$ cat config.mk
export PLATFORM = sky130hd
export DESIGN_NAME = ctrl_pipe_chain
export DESIGN_NICKNAME = d
export VERILOG_FILES = /design/src/rtl/ctrl_pipe_pkg.sv /design/src/rtl/ctrl_stage_reg.sv /design/src/rtl/ctrl_pipe_chain.sv
export SDC_FILE = /design/constraint.sdc
export NUM_CORES = 1
export LEC_CHECK = 0
export ABC_AREA = 1
export CORE_MARGIN = 2
export CORE_UTILIZATION = 44
export DETAILED_ROUTE_END_ITERATION = 6
export MAX_ROUTING_LAYER = met4
export PLACE_DENSITY = 0.79
export SYNTH_ARGS = -nofsm -noshare
export SYNTH_HDL_FRONTEND = slang
export SYNTH_HIERARCHICAL = 1
export SYNTH_SLANG_ARGS = --single-unit
$ cat constraint.sdc
create_clock -name clk -period 0.9 [get_ports clk]
set_input_delay 0.18 -clock clk [delete_from_list [all_inputs] [get_ports clk]]
set_output_delay 0.18 -clock clk [all_outputs]
set_load 0.01 [all_outputs]
$ cat src/rtl/ctrl_pipe_pkg.sv
// Shared definitions for the decode-to-writeback control-word pipeline:
// control word field positions, default widths/masks and stage indices.
package ctrl_pipe_pkg;

   // Control word field positions
   localparam int CTL_MEMTOREG   = 0;
   localparam int CTL_MEMWRITE   = 1;
   localparam int CTL_ALUSRC     = 2;
   localparam int CTL_REGWRITE   = 3;
   localparam int CTL_REGDST     = 4;
   localparam int CTL_MEMEN      = 5;
   localparam int CTL_ALUCTL_LSB = 6;
   localparam int CTL_ALUCTL_MSB = 9;
   localparam int CTL_CP0WE      = 10;

   // Default control word width and the bits dropped from a killed word
   localparam int                 CW_DEF        = 12;
   localparam logic [CW_DEF-1:0]  KILL_MASK_DEF = 12'h008;  // regwrite only

   // Stage indices after decode
   localparam int ST_E = 0;
   localparam int ST_M = 1;
   localparam int ST_W = 2;

endpackage

$ cat src/rtl/ctrl_stage_reg.sv
// One pipeline stage: {valid, ctrl} register with enable and a clear that
// loads the flush value. Clear wins over enable.
module ctrl_stage_reg
   import ctrl_pipe_pkg::*;
#(
   parameter int            CW        = CW_DEF,
   parameter logic [CW-1:0] FLUSH_VAL = '0
) (
   input  logic        clk,
   input  logic        rst,
   input  logic        en,
   input  logic        clr,
   input  logic [CW:0] d,
   output logic [CW:0] q
);

   // Stage register: reset/clear to an invalid flush word, otherwise load when enabled
   always_ff @(posedge clk or posedge rst) begin
      if (rst) begin
         q <= {1'b0, FLUSH_VAL};
      end else if (clr) begin
         q <= {1'b0, FLUSH_VAL};
      end else if (en) begin
         q <= d;
      end
   end

endmodule

$ cat src/rtl/ctrl_pipe_chain.sv
// Control-word pipeline of NSTAGES stages carrying decoded control from
// decode to writeback, with per-stage stall/flush, bubble insertion on a
// stall boundary, per-stage kill masking and a sticky stall-legality flag.
module ctrl_pipe_chain
   import ctrl_pipe_pkg::*;
#(
   parameter int            NSTAGES   = 3,
   parameter int            CW        = CW_DEF,
   parameter logic [CW-1:0] KILL_MASK = KILL_MASK_DEF,
   parameter logic [CW-1:0] FLUSH_VAL = '0
) (
   input  logic                  clk,
   input  logic                  rst,
   input  logic [CW-1:0]         ctrl_d,
   input  logic                  valid_d,
   input  logic [NSTAGES-1:0]    stall,
   input  logic [NSTAGES-1:0]    flush,
   input  logic [NSTAGES-1:0]    kill,
   output logic [NSTAGES*CW-1:0] ctrl_q,
   output logic [NSTAGES-1:0]    valid_q,
   output logic                  stall_err
);

   logic [CW:0] stage_q [NSTAGES];
   logic        stall_bad;

   // The last stage has no successor, so its kill bit goes nowhere
   logic unused_kill_last;
   assign unused_kill_last = kill[NSTAGES-1];

   for (genvar k = 0; k < NSTAGES; k++) begin : g_stage
      logic [CW-1:0] src_word;
      logic          src_valid;
      logic          bubble;

      if (k == 0) begin : g_head
         assign src_word  = ctrl_d;
         assign src_valid = valid_d;
         assign bubble    = 1'b0;
      end else begin : g_body
         // Kill only shapes the word in flight; a held word is never touched
         assign src_word  = kill[k-1] ? (stage_q[k-1][CW-1:0] & ~KILL_MASK)
                                      : stage_q[k-1][CW-1:0];
         assign src_valid = stage_q[k-1][CW];
         assign bubble    = stall[k-1] & ~stall[k];
      end

      ctrl_stage_reg #(
         .CW        (CW),
         .FLUSH_VAL (FLUSH_VAL)
      ) u_stage (
         .clk (clk),
         .rst (rst),
         .en  (~stall[k]),
         .clr (flush[k] | bubble),
         .d   ({src_valid, src_word}),
         .q   (stage_q[k])
      );

      assign ctrl_q[k*CW +: CW] = stage_q[k][CW-1:0];
      assign valid_q[k]         = stage_q[k][CW];
   end

   // A stalled stage requires every earlier stage to be stalled as well
   always_comb begin
      stall_bad = 1'b0;
      for (int k = 1; k < NSTAGES; k++) begin
         if (stall[k] && !stall[k-1]) begin
            stall_bad = 1'b1;
         end
      end
   end

   // Sticky error flag, cleared only by reset
   always_ff @(posedge clk or posedge rst) begin
      if (rst) begin
         stall_err <= 1'b0;
      end else if (stall_bad) begin
         stall_err <= 1'b1;
      end
   end

endmodule
# --- After elaboration in Yosys (flattened, before gate mapping) ---
# Cells that the tools add are included.
word_totals:
  out_inout_bits: 40
  input_bits: 24
  wordCells: 27
  reg_bits: 40
op_classes:
  mux: 10
  reduce_logical: 4
  eq_ne: 3
  bitwise: 6
op_table:
  columns: ["cell", "count"]
  rows:
  - ["two-way mux 13 bit", 6]
  - ["two-way mux 4 bit", 2]
  - ["inequality test 2 x 1 -> 1 bit, second input constant", 3]
  - ["AND 1 bit", 2]
  - ["logical AND 1 bit", 2]
  - ["logical NOT 1 bit", 2]
  - ["two-way mux 1 bit", 2]
  - ["inverter 1 bit", 2]
  - ["bitwise OR 1 bit", 2]

# --- Longest topological paths before layout ---
logic_depth:
  depth_word: 4
  ltp_mapped: 6
  depth_no_buf: 5

# --- Hierarchy ---
# The synthesis kept the hierarchy.
modules_own_cells:
  columns: ["mod", "cells_each", "instances", "seq_area_each_um2", "area_per_inst_um2"]
  rows:
  - ["ctrl_stage_reg", 58, 3, 325.3, 559.3]
  - ["ctrl_pipe_chain", 15, 1, 25.0, 97.6]

# --- Worst setup path before layout ---
# No wires, ideal clock.
synth_path:
  kind: "input port to flip-flop"
  from: "input port stall[0]"
  to: "register g_stage[1].u_stage.q[12]"
  path_buffers: 1
  path_slack_ps: -122
  cell_stages: 6
  setup_ps: 117
  t_arrival_ps: 905
  required_ps: 783
  cell_sequence: "inv_1 o21bai_1 inv_2 buf_8 nand3_1 nand2_1"
synth_via:
  elab_chain_len: 3
  word_cells_on_any_way: 4
  cone_classes: "eq/ne (1); mux (1); bitwise (2)"
synth_lines:
  columns: ["element", "line", "source"]
  rows:
  - ["start: declaration", "ctrl_pipe_chain.sv:16", "input logic [NSTAGES-1:0] stall,"]
  - ["AND 1 bit (*)", "ctrl_pipe_chain.sv:45", "assign bubble = stall[k-1] & ~stall[k];"]
  - ["bitwise OR 1 bit (*)", "ctrl_pipe_chain.sv:55", ".clr (flush[k] | bubble),"]
  - ["inequality test 2 x 1 -> 1 bit (no source line) or two-way mux 13 bit (tied branches)", null, null]
  - ["end signal: assignment", "ctrl_stage_reg.sv:20", "q <= {1'b0, FLUSH_VAL};"]
  - ["end signal: assignment", "ctrl_stage_reg.sv:22", "q <= {1'b0, FLUSH_VAL};"]
  - ["end: declaration", "ctrl_stage_reg.sv:14", "output logic [CW:0] q"]
# Every way passes the cells marked *; elsewhere a longest branch is shown, timed or not.
# A chain may end at the register's enable or synchronous reset.

# --- Worst setup path in the final report ---
layout_path:
  from: "register g_stage[1].u_stage.q[9]"
  to: "output port ctrl_q[21]"
layout_lines:
  columns: ["element", "line", "source"]
  rows:
  - ["end: declaration", "ctrl_pipe_chain.sv:19", "output logic [NSTAGES*CW-1:0] ctrl_q,"]
# No word-level cell between the ends.

==> metrics <==
yosys warns 6; slowest CP cell dfrtp_1; first-pass GRT wire length 7.65 mm; # diodes 0; Final Max Tran Viols 0; area share of the largest cell type after synthesis 56.4%; Metal-1 WL 1.89 mm; top layer in use met4; Tmin final 1.02 ns; Initial DRT Pass Iterations 6; Ports 64; clock-pin slew on the worst setup and hold paths 0.08 ns; Max-Slew Margin vs Limit 86.2%; number of distinct library cells after synthesis 13; fin worst setup slack -0.119 ns; worst vdd ir 851 uV; Critical Path RT 0.72 ns; WHS 0.140 ns; CTS tree yes; crit-path cells buf_2; CP delay by family, top flip-flops; min-delay worst type in2async; htree depth 2; worst path buffer plus inverter count 1; Area growth, synth to finish 69.8%; failing checks negative setup slack; Final ANT Viol Nets 0; top_reg_cell synth dfrtp_1; clock latency at the later pin of the worst-skew pair 0.29 ns; I/O Buffers 62; arrival time worst endpoint 0.84 ns; Tot GR Track Use 24.0%; status finished with violations; Worst Path Max Fanout 2; via count 1724; wire length on met2 2.70 mm; number of setup violations in the final report 42; Post-Syn Area 1780 sq um; RSZ-0062 raised after global routing yes; Num CTS Buffers 5; vias in the first global route 1638; Final Util 76.5%; DR iter-0 viols 57; clock sinks 40; Tcrit/Tclk final 113%; Clock Path Buffers 2; Power Total 0.00377 W; async set-or-reset flop fraction in the synthesized netlist 100%; die height 67.5 um; Worst Clk Skew 0.00885 ns; Post-synth EDFFs 0; detailed placement HPWL 3.32 mm; final hold vios 0; die area 4560 sq um; largest cells by area after synthesis dfrtp_1, nand2_1, nand3_1; syn_area_per_cell 9.39 sq um; #FFs+latches synth 40; Setup crit end kind output port; routed wl met3 229 um; share of layout cells above drive strength 1 50.5%; Reg2Reg Depth 4; Place WS -0.567 ns; initial antenna violation count 0; fillcell total 278; CTS Root Cell clkbuf_8; Slew @ Worst Pin 0.207 ns; Layout Nets 346; Max stage delay on crit path 0.41 ns; width of the die 67.5 um; Hold Buf Count CTS 0; Commonest cells post-synth nand2_1, dfrtp_1, nand3_1, nand2_2, inv_1; WS Path Type reg2out; crit start category flip-flop; max_cap viols 0; gpl congestion 0.755; DRC viols 0; Fmax 982 MHz; syn nets 213; register area share after synthesis 56.4%; cell leakage power 1.77 nW; pwr/cell area 1250 nW/um^2; # rows 23; cell taking the most area after synthesis dfrtp_1; WP depth 1; total core area 3940 sq um; synthesized instance count 189; top-count cell post-synth nand2_1; Starting Density 45.0%; vias per cell 4.62; aggregate routed wire length 4.91 mm; largest net degree at the start of global routing 14; grt total ovfl 0; routed length per placed instance 13.2 um
==> logic make-up after synthesis <==
logic type             Yosys count  share of synthesized area, %
AND/OR/NAND/NOR                125                          33.5
buffers and inverters           22                          9.09
AO/OA/AOI/OAI                    2                          1.06
flip-flops                      40                          56.4
==> area by class of cell <==
type | instances | area (sq um) | share of cell area [%]
multi-input cells | 127 | 682 | 22.6
inverters | 13 | 60.1 | 1.99
flip-flops and latches | 40 | 1000 | 33.2
repair inverters | 1 | 6.26 | 0.208
clock buffers | 8 | 90.1 | 2.99
well taps | 50 | 62.6 | 2.08
repair buffers | 134 | 1110 | 36.9
==> power breakdown <==
part	internal (W)	leakage (nW)	switching, W	total [W]
clock network	0.000625	0.0455	0.000568	0.00119
registers	0.00185	0.543	0.0000293	0.00188
logic	0.000379	1.18	0.000322	0.000701
==> placed cells by master, fill, tap and decap left out, types with 6 or more instances in the layout <==
master            n
buf_4            59
nand2_1          57
dfrtp_1          40
buf_2            39
nand3_1          32
nand2_2          22
clkdlybuf4s50_1  16
inv_1             8
nand3_2           8
buf_12            7
buf_6             7
clkbuf_8          6
==> repair_timing <==
item                       4_1_cts  5_1_grt
cloned                           3        0
gates resized for setup        183       15
setup endpoints to repair       79       61
pin swaps                        6        6
buffers inserted                16       11
==> per-stage QoR <==
step           area, sq um  setup TNS, ns  instances
4_1_cts               2890          -3.69        363
5_1_grt               3010          -4.78        373
3_3_place_gp          2770         -25.10        336
2_1_floorplan         1790         -0.211        189
3_5_place_dp          2770         -26.42        336
6_report              3010          -3.40        373
==> flip-flops by register name, summed over array words and instances (netlist names) <==
register / count
g_stage.u_stage/q: 39
stall_err: 1
==> metal layers <==
| metal | up-vias | global-route usage [%] |
|---|---|---|
| met2 | 52 | 43.4 |
| met4 | 0 | 10.2 |
| met5 | - | - |
| li1 | 860 | - |
| met3 | 9 | 4.17 |
| met1 | 803 | 25.6 |
==> final timing paths <==
check,startpoint,endpoint,slack (ns)
worst min register to register,g_stage[2].u_stage/q[0]$_DFFE_PP0P_,g_stage[2].u_stage/q[0]$_DFFE_PP0P_,0.50
min in group clk,stall[1],stall_err$_DFFE_PP0P_,0.14
worst min-delay path,rst,stall_err$_DFFE_PP0P_,0.14
max in group asynchronous,rst,g_stage[2].u_stage/q[10]$_DFFE_PP0P_,0.45
worst max-delay path,g_stage[1].u_stage/q[9]$_DFFE_PP0P_,ctrl_q[21],-0.12
worst max register to register,g_stage[1].u_stage/q[9]$_DFFE_PP0P_,g_stage[2].u_stage/q[9]$_DFFE_PP0P_,-0.02
Note: power is estimated with default switching activity, not from simulation.
